==> config.mk <==
export PLATFORM = sky130hd
export DESIGN_NAME = hazard_control_unit_flat
export DESIGN_NICKNAME = d
export VERILOG_FILES = /design/src/rtl/hazard_control_if.sv /design/src/rtl/hazard_control_unit.sv /design/src/flat_wrapper.sv
export SDC_FILE = /design/constraint.sdc
export NUM_CORES = 1
export LEC_CHECK = 0
export BUFFER_PORTS_ARGS = -buffer_cell sky130_fd_sc_hd__buf_2
export CORE_MARGIN = 4
export CORE_UTILIZATION = 51
export CTS_CLUSTER_SIZE = 40
export DETAILED_ROUTE_END_ITERATION = 8
export PLACE_DENSITY = 0.79
export SLEW_MARGIN = 20
export SYNTH_ARGS = -nofsm -noshare
export SYNTH_HDL_FRONTEND = slang
export SYNTH_SLANG_ARGS = --single-unit
==> constraint.sdc <==
create_clock -name CLK -period 3.4 [get_ports CLK]
set_clock_uncertainty 0.15 [all_clocks]
set_input_delay 0.34 -clock CLK [delete_from_list [all_inputs] [get_ports CLK]]
set_output_delay 0.34 -clock CLK [all_outputs]
set_load 0.05 [all_outputs]
==> src/rtl/hazard_control_if.sv <==
// Bundle of hazard inputs from the pipeline latches and the latch/PC control outputs.
// slave = hazard_control_unit side, master = pipeline (or bench) side.
interface hazard_control_if #(
  parameter int REG_W = 5,
  parameter int CNT_W = 32
);
  // No valid/ready pairs here: every enable/flush is a same-cycle command that
  // the pipeline applies at the next clock edge; an enable of 0 holds the latch.
  logic             ihit;
  logic             dhit;
  logic             em_dren;
  logic             em_dwen;
  logic             em_branch_taken;
  logic             de_memread;
  logic             de_regwrite;
  logic [REG_W-1:0] de_wsel;
  logic             em_regwrite;
  logic [REG_W-1:0] em_wsel;
  logic             mw_regwrite;
  logic [REG_W-1:0] mw_wsel;
  logic [REG_W-1:0] fd_rs;
  logic [REG_W-1:0] fd_rt;
  logic             mw_halt;

  logic             pc_en;
  logic             fdif_en;
  logic             fdif_flush;
  logic             deif_en;
  logic             deif_flush;
  logic             emif_en;
  logic             emif_flush;
  logic             mwif_en;
  logic             halt;
  logic [CNT_W-1:0] stall_cnt;
  logic             mem_timeout;

  modport slave (
    input  ihit, dhit, em_dren, em_dwen, em_branch_taken, de_memread, de_regwrite,
           de_wsel, em_regwrite, em_wsel, mw_regwrite, mw_wsel, fd_rs, fd_rt, mw_halt,
    output pc_en, fdif_en, fdif_flush, deif_en, deif_flush, emif_en, emif_flush,
           mwif_en, halt, stall_cnt, mem_timeout
  );

  modport master (
    output ihit, dhit, em_dren, em_dwen, em_branch_taken, de_memread, de_regwrite,
           de_wsel, em_regwrite, em_wsel, mw_regwrite, mw_wsel, fd_rs, fd_rt, mw_halt,
    input  pc_en, fdif_en, fdif_flush, deif_en, deif_flush, emif_en, emif_flush,
           mwif_en, halt, stall_cnt, mem_timeout
  );
endinterface

==> src/rtl/hazard_control_unit.sv <==
// Pipeline sequencer for the 5-stage core: latch enables/flushes, PC enable, halt and debug counters.
// Optional macro FORWARDING_EN: when defined only load-use stalls; otherwise every RAW hazard stalls.
module hazard_control_unit #(
  parameter int REG_W     = 5,
  parameter int CNT_W     = 32,
  parameter int DWAIT_MAX = 255
) (
  input  logic             CLK,
  input  logic             nRST,
  hazard_control_if.slave  hz,
  output logic [1:0]       dbg_state_o
);

  localparam logic [1:0] RUN     = 2'd0;
  localparam logic [1:0] DWAIT   = 2'd1;
  localparam logic [1:0] LDSTALL = 2'd2;
  localparam logic [1:0] HALT    = 2'd3;

  localparam int              WAIT_W   = (DWAIT_MAX < 2) ? 1 : $clog2(DWAIT_MAX + 1);
  localparam logic [WAIT_W-1:0] WAIT_MAX = WAIT_W'(DWAIT_MAX);

  logic [1:0]        state_q, state_d;
  logic [WAIT_W-1:0] wait_q, wait_d;
  logic              halt_q, halt_d;
  logic              timeout_q, timeout_d;
  logic [CNT_W-1:0]  stall_cnt_q;

  logic en_pc, en_fd, fl_fd, en_de, fl_de, en_em, fl_em, en_mw;
  logic dpend, load_use, hazard;

  // Register index 0 is hardwired, so a write to it never creates a dependence.
  function automatic logic src_match(input logic [REG_W-1:0] dst,
                                     input logic [REG_W-1:0] rs,
                                     input logic [REG_W-1:0] rt);
    return (dst != '0) && ((dst == rs) || (dst == rt));
  endfunction

  assign dpend    = (hz.em_dren | hz.em_dwen) & ~hz.dhit;
  assign load_use = hz.de_memread & hz.de_regwrite & src_match(hz.de_wsel, hz.fd_rs, hz.fd_rt);

`ifdef FORWARDING_EN
  assign hazard = load_use;
`else
  assign hazard = load_use
                | (hz.de_regwrite & src_match(hz.de_wsel, hz.fd_rs, hz.fd_rt))
                | (hz.em_regwrite & src_match(hz.em_wsel, hz.fd_rs, hz.fd_rt))
                | (hz.mw_regwrite & src_match(hz.mw_wsel, hz.fd_rs, hz.fd_rt));
`endif

  // RUN, DWAIT (once dhit arrives) and LDSTALL share one priority chain;
  // only the wait counter continuation depends on the current state.
  always_comb begin
    en_pc     = 1'b1;
    en_fd     = 1'b1;
    fl_fd     = 1'b0;
    en_de     = 1'b1;
    fl_de     = 1'b0;
    en_em     = 1'b1;
    fl_em     = 1'b0;
    en_mw     = 1'b1;
    state_d   = RUN;
    wait_d    = '0;
    halt_d    = halt_q;
    timeout_d = timeout_q;

    if (state_q == HALT || hz.mw_halt) begin
      {en_pc, en_fd, en_de, en_em, en_mw} = '0;
      state_d = HALT;
      halt_d  = 1'b1;
    end else if (dpend) begin
      {en_pc, en_fd, en_de, en_em, en_mw} = '0;
      state_d = DWAIT;
      if (state_q != DWAIT)     wait_d = WAIT_W'(1);
      else if (wait_q == WAIT_MAX) wait_d = wait_q;
      else                      wait_d = wait_q + WAIT_W'(1);
      if (wait_d == WAIT_MAX) timeout_d = 1'b1;
    end else if (hz.em_branch_taken) begin
      fl_fd = 1'b1;
      fl_de = 1'b1;
      fl_em = 1'b1;
    end else if (hazard) begin
      en_pc   = 1'b0;
      en_fd   = 1'b0;
      fl_de   = 1'b1;
      state_d = LDSTALL;
    end else if (!hz.ihit) begin
      en_pc = 1'b0;
      fl_fd = 1'b1;
    end
  end

  always_ff @(posedge CLK or negedge nRST) begin
    if (!nRST) begin
      state_q     <= RUN;
      wait_q      <= '0;
      halt_q      <= 1'b0;
      timeout_q   <= 1'b0;
      stall_cnt_q <= '0;
    end else begin
      state_q   <= state_d;
      wait_q    <= wait_d;
      halt_q    <= halt_d;
      timeout_q <= timeout_d;
      if (state_q != HALT && !en_pc && !(&stall_cnt_q))
        stall_cnt_q <= stall_cnt_q + CNT_W'(1);
    end
  end

  // Held in reset, the pipeline must see every latch frozen.
  assign hz.pc_en       = nRST & en_pc;
  assign hz.fdif_en     = nRST & en_fd;
  assign hz.fdif_flush  = nRST & fl_fd;
  assign hz.deif_en     = nRST & en_de;
  assign hz.deif_flush  = nRST & fl_de;
  assign hz.emif_en     = nRST & en_em;
  assign hz.emif_flush  = nRST & fl_em;
  assign hz.mwif_en     = nRST & en_mw;
  assign hz.halt        = halt_q;
  assign hz.stall_cnt   = stall_cnt_q;
  assign hz.mem_timeout = timeout_q;
  assign dbg_state_o    = state_q;

endmodule
==> src/flat_wrapper.sv <==
// flat-port wrapper written by rule: the top's interface ports become plain ports
module hazard_control_unit_flat 
#(
  parameter int REG_W     = 5,
  parameter int CNT_W     = 32,
  parameter int DWAIT_MAX = 255
)
  (CLK, nRST, dbg_state_o, hz_ihit, hz_dhit, hz_em_dren, hz_em_dwen, hz_em_branch_taken, hz_de_memread, hz_de_regwrite, hz_de_wsel, hz_em_regwrite, hz_em_wsel, hz_mw_regwrite, hz_mw_wsel, hz_fd_rs, hz_fd_rt, hz_mw_halt, hz_pc_en, hz_fdif_en, hz_fdif_flush, hz_deif_en, hz_deif_flush, hz_emif_en, hz_emif_flush, hz_mwif_en, hz_halt, hz_stall_cnt, hz_mem_timeout);
  hazard_control_if #(.REG_W(REG_W), .CNT_W(CNT_W)) hz_i ();
  input  logic CLK;
  input  logic nRST;
  output logic [1:0] dbg_state_o;
  input wire logic [$bits(hz_i.ihit)-1:0] hz_ihit;
  input wire logic [$bits(hz_i.dhit)-1:0] hz_dhit;
  input wire logic [$bits(hz_i.em_dren)-1:0] hz_em_dren;
  input wire logic [$bits(hz_i.em_dwen)-1:0] hz_em_dwen;
  input wire logic [$bits(hz_i.em_branch_taken)-1:0] hz_em_branch_taken;
  input wire logic [$bits(hz_i.de_memread)-1:0] hz_de_memread;
  input wire logic [$bits(hz_i.de_regwrite)-1:0] hz_de_regwrite;
  input wire logic [$bits(hz_i.de_wsel)-1:0] hz_de_wsel;
  input wire logic [$bits(hz_i.em_regwrite)-1:0] hz_em_regwrite;
  input wire logic [$bits(hz_i.em_wsel)-1:0] hz_em_wsel;
  input wire logic [$bits(hz_i.mw_regwrite)-1:0] hz_mw_regwrite;
  input wire logic [$bits(hz_i.mw_wsel)-1:0] hz_mw_wsel;
  input wire logic [$bits(hz_i.fd_rs)-1:0] hz_fd_rs;
  input wire logic [$bits(hz_i.fd_rt)-1:0] hz_fd_rt;
  input wire logic [$bits(hz_i.mw_halt)-1:0] hz_mw_halt;
  output wire logic [$bits(hz_i.pc_en)-1:0] hz_pc_en;
  output wire logic [$bits(hz_i.fdif_en)-1:0] hz_fdif_en;
  output wire logic [$bits(hz_i.fdif_flush)-1:0] hz_fdif_flush;
  output wire logic [$bits(hz_i.deif_en)-1:0] hz_deif_en;
  output wire logic [$bits(hz_i.deif_flush)-1:0] hz_deif_flush;
  output wire logic [$bits(hz_i.emif_en)-1:0] hz_emif_en;
  output wire logic [$bits(hz_i.emif_flush)-1:0] hz_emif_flush;
  output wire logic [$bits(hz_i.mwif_en)-1:0] hz_mwif_en;
  output wire logic [$bits(hz_i.halt)-1:0] hz_halt;
  output wire logic [$bits(hz_i.stall_cnt)-1:0] hz_stall_cnt;
  output wire logic [$bits(hz_i.mem_timeout)-1:0] hz_mem_timeout;
  assign hz_i.ihit = hz_ihit;
  assign hz_i.dhit = hz_dhit;
  assign hz_i.em_dren = hz_em_dren;
  assign hz_i.em_dwen = hz_em_dwen;
  assign hz_i.em_branch_taken = hz_em_branch_taken;
  assign hz_i.de_memread = hz_de_memread;
  assign hz_i.de_regwrite = hz_de_regwrite;
  assign hz_i.de_wsel = hz_de_wsel;
  assign hz_i.em_regwrite = hz_em_regwrite;
  assign hz_i.em_wsel = hz_em_wsel;
  assign hz_i.mw_regwrite = hz_mw_regwrite;
  assign hz_i.mw_wsel = hz_mw_wsel;
  assign hz_i.fd_rs = hz_fd_rs;
  assign hz_i.fd_rt = hz_fd_rt;
  assign hz_i.mw_halt = hz_mw_halt;
  assign hz_pc_en = hz_i.pc_en;
  assign hz_fdif_en = hz_i.fdif_en;
  assign hz_fdif_flush = hz_i.fdif_flush;
  assign hz_deif_en = hz_i.deif_en;
  assign hz_deif_flush = hz_i.deif_flush;
  assign hz_emif_en = hz_i.emif_en;
  assign hz_emif_flush = hz_i.emif_flush;
  assign hz_mwif_en = hz_i.mwif_en;
  assign hz_halt = hz_i.halt;
  assign hz_stall_cnt = hz_i.stall_cnt;
  assign hz_mem_timeout = hz_i.mem_timeout;
  hazard_control_unit #(.REG_W(REG_W), .CNT_W(CNT_W), .DWAIT_MAX(DWAIT_MAX)) u_core (.CLK(CLK), .nRST(nRST), .hz(hz_i), .dbg_state_o(dbg_state_o));
endmodule
## Word level (Yosys, flattened, before mapping)

Cells that the tools add are included.

- Logic and storage cells: 85
- Bits in registers: 44
- Input bits: 37

- Bitwise gates (word level): 18
- Mux-type cells: 33
- Reduce and logical (&&, ||, !) cells: 16
- Equal/unequal tests: 11
- Add/subtract/negate cells: 2

Operators by type and width:

| cell | count |
|---|---|
| $mux W8 | 6 |
| $add A32 B1 Y32 const B | 1 |
| $reduce_and A32 Y1 | 1 |
| $eq A5 B5 Y1 | 6 |
| $mux W1 | 23 |
| $eq A8 B8 Y1 const B | 2 |
| $reduce_bool A5 Y1 | 3 |
| $and A1 B1 Y1 | 12 |
| $add A8 B1 Y8 const B | 1 |
| $mux W2 | 4 |
| $logic_and A1 B1 Y1 | 5 |
| $logic_or A1 B1 Y1 | 4 |
| $or A1 B1 Y1 | 4 |
| $reduce_and A3 Y1 | 1 |
| $eq A2 B2 Y1 const B | 1 |
| $logic_not A1 Y1 | 2 |
| $ne A2 B1 Y1 const B | 1 |
| $ne A2 B2 Y1 const B | 1 |
| $not A1 Y1 | 2 |

## Longest topological paths before layout

Gate-level depths: netlist (run 1).

- Word-level depth: 14
- Mapped depth: 9
- Mapped depth without buffers: 8

## Worst setup path after synthesis (run 1)

OpenSTA, ideal clock, no wires.

- Kind: reg-to-output
- From: reg u_core.state_q[0], in the netlist u_core.dbg_state_o[0]
- To: out hz_deif_flush
- Stages on the path, launching flop included: 4
- Path slack: 0.172 ns
- Data required time: 2.910 ns
- Arrival time: 2.738 ns
- Cell sequence: dfrtp_1 a21oi_1 and3_1 a21boi_0

- Cells in the longest elaborated chain, start to end: 4

RTL lines:

| element | RTL line | text |
|---|---|---|
| start, declared | hazard_control_unit.sv:22 | `logic [1:0] state_q, state_d;` |
| start signal, assigned | hazard_control_unit.sv:100 | `state_q <= state_d;` |
| $eq A2 B2 Y1 | hazard_control_unit.sv:66 | `if (state_q == HALT \|\| hz.mw_halt) begin` |
| $logic_or A1 B1 Y1 | hazard_control_unit.sv:66 |  |
| $mux W1 | hazard_control_unit.sv:66 |  |
| $and A1 B1 Y1 | hazard_control_unit.sv:114 | `assign hz.deif_flush = nRST & fl_de;` |
| end, declared | flat_wrapper.sv:32 | `output wire logic [$bits(hz_i.deif_flush)-1:0] hz_deif_flush;` |

No other way between the ends.

## Worst setup path after layout (run 1)

- From: in hz_mw_wsel[0]
- To: out hz_fdif_flush

- Cells in the longest elaborated chain, start to end: 10
- Elaborated cells between the ends (all ways): 12

RTL lines:

| element | RTL line | text |
|---|---|---|
| start, declared | flat_wrapper.sv:24 | `input wire logic [$bits(hz_i.mw_wsel)-1:0] hz_mw_wsel;` |
| $eq A5 B5 Y1 | hazard_control_unit.sv:35 | `return (dst != '0) && ((dst == rs) \|\| (dst == rt));` |
| $logic_or A1 B1 Y1 | hazard_control_unit.sv:35 |  |
| $logic_and A1 B1 Y1 (*) | hazard_control_unit.sv:35 |  |
| $and A1 B1 Y1 (*) | hazard_control_unit.sv:47 | `\| (hz.mw_regwrite & src_match(hz.mw_wsel, hz.fd_rs, hz.fd_rt));` |
| $or A1 B1 Y1 (*) | hazard_control_unit.sv:47 |  |
| $mux W1 (*) | hazard_control_unit.sv:81 | `end else if (hazard) begin` |
| $mux W1 (*) | hazard_control_unit.sv:77 | `end else if (hz.em_branch_taken) begin` |
| $mux W1 (*) | hazard_control_unit.sv:70 | `end else if (dpend) begin` |
| $mux W1 (*) | hazard_control_unit.sv:66 |  |
| $and A1 B1 Y1 (*) | hazard_control_unit.sv:112 | `assign hz.fdif_flush = nRST & fl_fd;` |
| end, declared | flat_wrapper.sv:30 | `output wire logic [$bits(hz_i.fdif_flush)-1:0] hz_fdif_flush;` |

Mark *: on every way between the ends. The rest lies on a longest branch, timed or not.

==> metrics.md, run 1 <==
| Metric | Value |
|---|---|
| Status | `finished clean` |
| Worst Path Max Fanout | `4` |
| Full die area | `0.00667 mm^2` |
| Ys flop type | `dfrtp_1` |
| GP Congestion | `a little over 0.8` |
| Pin count of the biggest net entering global routing | `45` |
| Clock sink count | `44` |
| Nets | `406` |
| Crit. End Element | `primary output` |
| Post-DP HPWL | `4880 um` |
| Largest area contributor in the netlist | `dfrtp_1` |
| Crit path kind | `in -> out` |
| Worst slack, placed | `between 0.7 and 0.8 ns` |
| Initial core utilization | `between 50% and 60%` |
| Routed Antenna Nets | `0` |
| Slew HR | `roughly 57%` |
| Number of global-route vias before repair | `2,249` |
| Clk_lat worst skew | `~0.29 ns` |
| Mapped Avg Cell Area | `roughly 9.7 um^2` |
| Post-synthesis register bit count | `between 40 and 50` |
| Power per cell area | `between 300 and 400 mW/mm^2` |
| RSZ-0062 raised after global routing | `false` |
| Io pins | `between 80 and 90` |
| Num rows | `26` |
| Post-synth ARST share | `100%` |
| Max incr delay on CP | `0.50 ns` |
| Deepest clock path buffer count | `2` |
| Area post-placement | `between 0.003 and 0.004 mm^2` |
| Synth Instances | `284` |
| Initial drt markers | `about 160` |
| Port Buffers | `a little under 80` |
| First-pass GRT wire length | `~10,000 um` |
| Top post-synthesis cells by count | `xor2_1, dfrtp_1, nor2_1` |
| Top cells by area, synth | `dfrtp_1, xor2_1, nor2_1, nor3_1, nand2_1` |
| Final Util | `between 60 and 70%` |
| DR vias/cell | `5.37` |
| VDD IR max | `about 130 uV` |
| Hold WC Path Type | `in -> async` |
| Pwr Total | `slightly above 1000 uW` |
| Fillers | `418` |
| Max Clk Rate | `372 MHz` |
| Total wire length | `approximately 6300 um` |
| Initial antenna violation count | `0` |
| Buf+Inv Stages, Crit Path | `2` |
| Final worst-path cycle share | `79.1%` |
| Fin. Hold Viols | `0` |
| Final slew viol count | `0` |
| Global route overflow | `0` |
| Top delay family on crit path | `compound AO/OA/AOI/OAI gates` |
| Worst-Margin Slew | `roughly 0.65 ns` |
| H-tree depth | `2` |
| Hold buffer count at cts | `0` |
| Leakage power | `between 0.0015 and 0.002 uW` |
| Seq/Total Area, Yosys | `between 30% and 40%` |
| Core area | `just over 0.005 mm^2` |
| Setup Fix Bufs, Post-CTS | `0` |
| CP max stage cell | `or4_1` |
| TritonCTS clock tree | `done` |
| Die Wd | `approximately 82 um` |
| TNS Setup | `0 ns` |
| Area grow syn2layout | `19.3%` |
| Drt first pass iters | `4` |
| Vias | `roughly 2,300` |
| Setup violations, final | `0` |
| Max-Cap Viols | `0` |
| Synthesized cell area | `~0.0028 mm^2` |
| Post-cts gate resize count | `0` |
| Number of buffers created by CTS | `5` |
| Cell Chain, Critical Path | `buf_2 > or4_1 > o21ai_0 > o22ai_2 > nor2_1 > o21ai_0 > a21oi_1 > buf_2` |
| Top cell type's share of synthesized area | `between 30 and 40%` |
| Post-route DRC violation count | `0` |
| Mapped Nets | `about 320` |
| Min cycle time layout | `approximately 2.7 ns` |
| GRT Total Usage | `between 20% and 30%` |
| CTS Root Cell | `clkbuf_8` |
| Count leader, synth | `xor2_1` |
| WL/cell | `around 14 um` |
| Final worst setup slack | `about 0.71 ns` |
| Diodes inserted | `0` |
| CTS clk-pin slew, worst paths | `about 0.08 ns` |
| Cell area after layout | `about 0.0033 mm^2` |
| Yosys cell types | `48` |
| Die H | `81.7 um` |
| Number of synthesized flops with an enable pin | `0` |
| WP data required | `between 2 and 3 ns` |
| Synthesis Warnings | `0` |
| Critical path data arrival time | `~2.2 ns` |
| Layout cells sized above 1 | `roughly 29%` |
| Worst Setup Start Kind | `input port` |
[logic make-up (layout without fill, tap and decap cells)]
kind of cell | after synthesis | count (layout) | share of synthesized area [%]
xor+xnor | 64 | 64 | 20.3
compound gates | 34 | 34 | 9.36
flops | 44 | 44 | 39.8
mux | 1 | 1 | 0.362
simple gates | 124 | 124 | 26.5
fa+ha+maj | 2 | 2 | 0.904
buf+inv | 15 | 98 | 2.85
[area by class of cell]
type                            count  area (um^2)  share of cell area [%]
Timing Repair Buffer               81          410                    12.4
Clock inverter                      1         5.00                   0.152
Multi-Input combinational cell    225         1590                    48.1
Clock buffer                        6         72.6                    2.20
Inverter                           10         37.5                    1.14
Sequential cell                    44         1100                    33.4
Tap cell                           70         87.6                    2.65
[routing by layer]
| layer | vias up | GRT usage [%] | part of all wire [%] |
|---|---|---|---|
| li1 | 1164 | - | - |
| met1 | 1092 | 25.8 | 44 |
| met2 | 82 | 33.8 | 47 |
| met3 | 8 | 4.61 | 7.3 |
| met4 | 0 | 6.98 | 1.8 |
| met5 | - | 0 | 0 |
[cell usage in the layout, fill, tap and decap left out, drive strengths merged, types with 8 or more instances in the layout]
| cell | n |
|---|---|
| nor3 | 19 |
| inv | 10 |
| dfrtp | 44 |
| nand3 | 12 |
| nand4 | 8 |
| xor2 | 57 |
| nand2 | 21 |
| buf | 81 |
| nor2 | 31 |
| o21ai | 11 |
[power breakdown]
| part | internal (uW) | total, uW | switching (uW) |
|---|---|---|---|
| Combinational | 58.7 | 181 | 122 |
| Clock | 140 | 304 | 164 |
| Sequential | 535 | 552 | 17.0 |
| Total | 734 | 1040 | 303 |
[registers in the layout, summed over array words and instances (netlist names)]
signal                 count
u_core.dbg_state_o         2
u_core.hz.halt             1
u_core.hz.mem_timeout      1
u_core.hz.stall_cnt       32
u_core.wait_q              8
[worst paths after layout]
kind / from / endpoint / slack (ns) / depth (start not counted)
worst max-delay path: hz_mw_wsel[0] / hz_fdif_flush / 0.71 / 8
worst min-delay path: nRST / u_core.hz.stall_cnt[27] / 0.06 / 2
worst max register to register: u_core.hz.stall_cnt[8] / u_core.hz.stall_cnt[23] / 0.97 / 7
worst min register to register: u_core.hz.mem_timeout / u_core.hz.mem_timeout / 0.31 / 1
max in group asynchronous: nRST / u_core.hz.stall_cnt[22] / 2.66 / 2
min in group CLK: hz_em_branch_taken / u_core.dbg_state_o[1] / 0.14 / 2
[through the flow]
step,hold slack (ns),std cells
detailed placement,0.292,430
CTS,0.0725,437
finish,0.0582,437
floorplan,-0.106,284
global route,0.118,437
global placement,0.291,430
Note: power is estimated with default switching activity, not from simulation.
==> run 2: changes to the inputs <==
Clock period 3.4 ns to 2.7 ns, I/O delays scaled along.
==> metrics.md, run 2 (same netlist as run 1, synthesis figures left out) <==
| Metric | Value |
|---|---|
| Post-route DRC violation count | `0 (unchanged)` |
| Io pins | `81 (unchanged)` |
| Worst Setup Start Kind | `input port` |
| Vias | `2,385 (+1.7%)` |
| Clock share of power | `31.0% (+1.7 points)` |
| Commonest non-fill, non-tap cells in the layout | `buf_2, xor2_1, dfrtp_1` |
| Final slew viol count | `0 (unchanged)` |
| R2R Path End | `u_core.hz.stall_cnt[23]` |
| CTS Root Cell | `clkbuf_8` |
| Total wire length | `6140 um (-1.9%)` |
| Power per cell area | `402 mW/mm^2 (+28%)` |
| Crit path kind | `in -> out` |
| TNS Setup | `0 ns (unchanged)` |
| Port Buffers | `79 (unchanged)` |
| RSZ-0062 raised after global routing | `false` |
| R2R Path Start | `u_core.hz.stall_cnt[24]` |
| Full die area | `0.00667 mm^2 (unchanged)` |
| Layout cells sized above 1 | `30.5% (+1.6 points)` |
| Top delay family on crit path | `compound AO/OA/AOI/OAI gates` |
| Worst hold slack | `-0.0467 ns (-0.105 ns)` |
| DR vias/cell | `5.41 (+0.74%)` |
| Post-cts gate resize count | `0 (unchanged)` |
| Setup Fix Bufs, Post-CTS | `0 (unchanged)` |
| Number of buffers created by CTS | `5 (unchanged)` |
| Nets | `409 (+0.74%)` |
| CP max stage cell | `or4_1` |
| Post-DP HPWL | `4850 um (-0.65%)` |
| TritonCTS clock tree | `done` |
| Pint | `959 uW (+31%)` |
| Number of global-route vias before repair | `2,328 (+3.5%)` |
| Die Wd | `81.7 um (unchanged)` |
| WP data required | `2.28 ns (-0.63 ns)` |
| Reg2Reg Depth | `7 (unchanged)` |
| Clk_lat worst skew | `0.30 ns (about the same)` |
| Num rows | `26 (unchanged)` |
| First-pass GRT wire length | `10,500 um (+0.60%)` |
| Area grow syn2layout | `21.0%` |
| Worst-Margin Slew | `0.628 ns (-0.0203 ns)` |
| Max Clk Rate | `411 MHz` |
| Largest register FFs | `32 (unchanged)` |
| Clock sink count | `44 (unchanged)` |
| Final worst-path cycle share | `about nine tenths` |
| H-tree depth | `2 (unchanged)` |
| Hold buffer count at cts | `0 (unchanged)` |
| CTS clk-pin slew, worst paths | `0.08 ns (about the same)` |
| Max-Cap Viols | `0 (unchanged)` |
| Initial core utilization | `53.5% (unchanged)` |
| Switch Pwr | `387 uW (+28%)` |
| Max incr delay on CP | `0.50 ns (about the same)` |
| Deepest clock path buffer count | `2 (unchanged)` |
| Violated checks | `hold timing` |
| Setup violations, final | `0 (unchanged)` |
| Status | `complete, but fails checks` |
| Initial antenna violation count | `0 (unchanged)` |
| Routed Antenna Nets | `0 (unchanged)` |
| Global route overflow | `0 (unchanged)` |
| Hold WC Path Type | `in -> async` |
| Initial drt markers | `130 (-16%)` |
| Worst Path Max Fanout | `3 (-1)` |
| VDD IR max | `162 uV (+23%)` |
| Net Sw Frac | `28.8% (-0.46 points)` |
| Fin. Hold Viols | `44 (+44)` |
| Most common cell after layout, fill and taps aside | `buf_2` |
| Leakage power | `0.00167 uW (+1.1%)` |
| Slew HR | `57.8% (+1.0 points)` |
| WL/cell | `13.9 um (-2.8%)` |
| Sequential Power Share | `51.7% (-1.6 points)` |
| Min cycle time layout | `2.44 ns` |
| Drt first pass iters | `4 (unchanged)` |
| Fillers | `457 (+9.3%)` |
| GP Congestion | `0.847 (+3.7%)` |
| Gate power share | `17.3% (about the same)` |
| Cell Chain, Critical Path | `buf_2 > or4_1 > o21ai_0 > o22ai_2 > nor2_1 > o21ai_0 > a21oi_2 > buf_2` |
| Diodes inserted | `0 (unchanged)` |
| R2r setup slk | `0.32 ns (-0.65 ns)` |
| Die H | `81.7 um (unchanged)` |
| Buf+Inv Stages, Crit Path | `2 (unchanged)` |
| Crit. End Element | `primary output` |
| Pin count of the biggest net entering global routing | `45 (unchanged)` |
| Critical path data arrival time | `2.02 ns (-0.18 ns)` |
| Core area | `0.00517 mm^2 (unchanged)` |
| GRT Total Usage | `20.3% (+0.065 points)` |
## run 2: changes by cell type in the layout (fill, tap and decap cells not counted), sizes merged
cell,before,now
buf,81,84
clkbuf,6,8
clkinv,1,0
## run 2: metrics by stage
stage                     worst slack, ns  total power (uW)  cell area, um^2  std cells  util, %
after global routing               0.0825              1420             3350        441     64.7
after global placement              0.285               936             3260        433     63.0
after CTS                           0.248              1360             3350        441     64.7
after detailed placement            0.260               943             3260        433     63.0
final                               0.264              1350             3350        441     64.7
after floorplan                     0.172               843             2780        284        -
## run 2: worst reg2reg max path, cell delays in order (launching register included)
cell,delay (ns)
dfrtp_1,0.41
and4_1,0.28
nand4_1,0.24
nor4_4,0.46
inv_2,0.08
a32oi_4,0.37
nor3_1,0.12
xor2_1,0.15
## run 2: power by group through the flow
| stage | sequential, uW | clock, uW | combinational (uW) |
|---|---|---|---|
| floorplan | 760 | 0 | 82.6 |
| global placement | 709 | 0 | 228 |
| detailed placement | 709 | 0 | 234 |
| CTS | 696 | 430 | 236 |
| global route | 697 | 465 | 258 |
| finish | 696 | 418 | 232 |
## run 2: worst max path at each step
stage / startpoint / to / slack, ns / cells after the start
after floorplan: u_core.dbg_state_o[0] / hz_fdif_flush / 0.17 / 4
after global placement: hz_de_wsel[1] / hz_fdif_flush / 0.28 / 8
after detailed placement: hz_de_wsel[1] / hz_fdif_flush / 0.26 / 8
after CTS: hz_de_wsel[1] / hz_fdif_flush / 0.25 / 8
after global routing: u_core.wait_q[0] / u_core.hz.mem_timeout / 0.08 / 8
final: hz_de_wsel[1] / hz_fdif_flush / 0.26 / 8
## run 2: final cells by class
cell class,count,area (um^2),share of cell area (%)
multi-input cells,225,1600,47.7
flip-flops and latches,44,1100,32.9
repair buffers,84,433,12.9
clock buffers,8,90.1,2.69
well taps,70,87.6,2.62
inverters,10,37.5,1.12
## run 2: routing by layer
| metal | track usage [%] | part of all wire [%] | vias to the layer above |
|---|---|---|---|
| li1 | - | - | 1172 |
| met1 | 26.4 | 44 | 1124 |
| met2 | 33.9 | 48 | 82 |
| met3 | 3.84 | 6.5 | 7 |
| met4 | 6.98 | 1.3 | 0 |
| met5 | 0 | 0 | - |
==> run 3: changes to the inputs <==
Settings changed: BUFFER_PORTS_ARGS -buffer_cell sky130_fd_sc_hd__buf_2 to -buffer_cell sky130_fd_sc_hd__buf_4, CORE_MARGIN 4 to default, CTS_CLUSTER_DIAMETER from default to 100.
==> metrics.md, run 3 (same netlist as run 1, synthesis figures left out) <==
| Metric | Value |
|---|---|
| Status | `finished clean` |
| Deepest clock path buffer count | `2 (unchanged)` |
| Core area | `0.00517 mm^2 (unchanged)` |
| H-tree depth | `2 (unchanged)` |
| R2R Path Start | `u_core.hz.stall_cnt[8]` |
| Io pins | `81 (unchanged)` |
| Gate power share | `18.3% (+1.0 points)` |
| Reg2Reg Depth | `7 (unchanged)` |
| Max Clk Rate | `399 MHz (-2.9%)` |
| Post-route DRC violation count | `0 (unchanged)` |
| CTS Root Cell | `clkbuf_8` |
| Diodes inserted | `0 (unchanged)` |
| Slew HR | `54.7% (-3.0 points)` |
| GP Congestion | `0.816 (-3.7%)` |
| Pint | `1000 uW (+4.4%)` |
| Placed cells | `431 (-0.46%)` |
| CTS clk-pin slew, worst paths | `0.07 ns (about the same)` |
| Switch Pwr | `386 uW (-0.40%)` |
| Worst slack, placed | `0.114 ns (-0.146 ns)` |
| Final worst-path cycle share | `92.9% (+2.7 points)` |
| Initial drt markers | `83 (-36%)` |
| Critical path data arrival time | `2.09 ns (+0.07 ns)` |
| WL/cell | `14.1 um (+1.4%)` |
| Max incr delay on CP | `0.51 ns (about the same)` |
| Pin count of the biggest net entering global routing | `45 (unchanged)` |
| Cell area after layout | `0.00355 mm^2 (+5.9%)` |
| Worst Path Max Fanout | `4 (+1)` |
| Clock sink count | `44 (unchanged)` |
| CP max stage cell | `or4_1` |
| Sequential Power Share | `50.2% (-1.5 points)` |
| Clock share of power | `31.5% (+0.5 points)` |
| TNS Setup | `0 ns (unchanged)` |
| Largest register FFs | `32 (unchanged)` |
| Crit. path cell count | `8 (unchanged)` |
| Hold WC Path Type | `in -> reg` |
| Net Sw Frac | `27.8% (-0.96 points)` |
| Num rows | `26 (unchanged)` |
| Initial core utilization | `53.5% (unchanged)` |
| Nets | `408 (-0.24%)` |
| Crit. End Element | `primary output` |
| WP data required | `2.28 ns (about the same)` |
| Clk_lat worst skew | `0.29 ns (about the same)` |
| Buf+Inv Stages, Crit Path | `2 (unchanged)` |
| Total wire length | `6190 um (+0.91%)` |
| Final slew viol count | `0 (unchanged)` |
| R2r setup slk | `0.25 ns (-0.07 ns)` |
| Commonest non-fill, non-tap cells in the layout | `buf_4, xor2_1, dfrtp_1` |
| Final worst setup slack | `0.191 ns (-0.0732 ns)` |
| R2R Path End | `u_core.hz.stall_cnt[23]` |
| Top delay family on crit path | `compound AO/OA/AOI/OAI gates` |
| Power per cell area | `391 mW/mm^2 (-2.7%)` |
| Die H | `75.7 um (-7.3%)` |
| Port Buffers | `79 (unchanged)` |
| Most common cell after layout, fill and taps aside | `buf_4` |
| Max-Cap Viols | `0 (unchanged)` |
| GRT Total Usage | `23.2% (+2.9 points)` |
| Routed Antenna Nets | `0 (unchanged)` |
| Setup crit start | `hz_de_wsel[1]` |
| Vias | `2,372 (-0.55%)` |
| Cell Chain, Critical Path | `buf_4 > or4_1 > o21ai_0 > o22ai_2 > nor2_1 > o21ai_0 > a21oi_2 > buf_4` |
| Setup violations, final | `0 (unchanged)` |
| Post-route non-filler standard cell count | `439 (-0.45%)` |
| Worst-Margin Slew | `0.679 ns (+0.0507 ns)` |
| Crit path kind | `in -> out` |
| TritonCTS clock tree | `done` |
| Pwr Total | `1390 uW (+3.0%)` |
| Area post-placement | `0.00344 mm^2 (+5.6%)` |
| Worst Setup Start Kind | `input port` |
| Number of global-route vias before repair | `2,249 (-3.4%)` |
| VDD IR max | `244 uV (+51%)` |
| Layout cells sized above 1 | `30.4% (-0.11 points)` |
| Initial antenna violation count | `0 (unchanged)` |
| First-pass GRT wire length | `10,100 um (-4.1%)` |
| Fin. Hold Viols | `0 (-100%)` |
| Global route overflow | `0 (unchanged)` |
| Number of buffers created by CTS | `5 (unchanged)` |
| Post-cts gate resize count | `0 (unchanged)` |
| Full die area | `0.00572 mm^2 (-14%)` |
| Crit path capture | `hz_fdif_flush` |
| Min cycle time layout | `2.51 ns (+0.0732 ns)` |
| Leakage power | `0.00171 uW (+2.3%)` |
| Die Wd | `75.7 um (-7.3%)` |
| Post-DP HPWL | `4790 um (-1.1%)` |
| Area grow syn2layout | `28.2%` |
| RSZ-0062 raised after global routing | `false` |
| DR vias/cell | `5.40 (about the same)` |
| Drt first pass iters | `4 (unchanged)` |
==> run 3: cell types whose count changed in the layout (fill, tap and decap cells not counted), sizes merged <==
cell         change
dlygate4sd3      +1
buf              -2
clkbuf           -1
==> run 3: worst min path at each step <==
stage / endpoint / startpoint / depth (start not counted) / slack, ns
detailed placement: u_core.hz.stall_cnt[26] / nRST / 2 / 0.29
finish: u_core.dbg_state_o[1] / hz_em_branch_taken / 2 / 0.04
global placement: u_core.hz.stall_cnt[27] / nRST / 2 / 0.29
CTS: u_core.dbg_state_o[1] / hz_em_branch_taken / 2 / 0.03
global route: u_core.dbg_state_o[1] / hz_em_branch_taken / 2 / 0.05
floorplan: u_core.dbg_state_o[0] / nRST / 0 / -0.18
==> run 3: through the flow <==
| stage | hold WS, ns | util [%] |
|---|---|---|
| after global routing | 0.0474 | 68.6 |
| after detailed placement | 0.287 | 66.5 |
| after floorplan | -0.176 | - |
| after CTS | 0.0348 | 68.6 |
| after global placement | 0.286 | 66.5 |
| final | 0.0430 | 68.6 |
==> run 3: final cells by class <==
cell class | count | area, um^2
sequential | 44 | 1100
fill | 416 | 1630
multi-input combinational | 225 | 1600
tap | 70 | 87.6
inverter | 10 | 37.5
clock buffer | 7 | 96.3
timing repair buffer | 83 | 626
==> run 3: worst register-to-register path: stages (launching register included) <==
cell	delay (ns)
dfrtp_1	0.43
and4_1	0.40
nand4_4	0.20
nor4_4	0.42
inv_2	0.08
a32oi_4	0.38
nor3_1	0.12
xor2_1	0.15
==> run 3: per-layer routing <==
layer / global-route usage (%) / vias up / part of all wire (%)
met2: 40.6 / 88 / 50
met3: 3.97 / 9 / 5.2
li1: - / 1161 / -
met1: 29.7 / 1114 / 43
met5: 0 / - / 0
met4: 6.17 / 0 / 1.3
==> run 3: power by group through the flow <==
stage | clock network (uW) | registers, uW | logic, uW
5_1_grt | 469 | 699 | 280
3_5_place_dp | 0 | 709 | 254
6_report | 437 | 697 | 254
4_1_cts | 450 | 696 | 256
2_1_floorplan | 0 | 760 | 82.6
3_3_place_gp | 0 | 710 | 250
==> run 3: repair_timing <==
| item | in CTS | in global routing |
|---|---|---|
| hold buffers | 1 | 0 |
| hold endpoints to repair | 44 | 0 |
| buffers inserted | 0 | 0 |
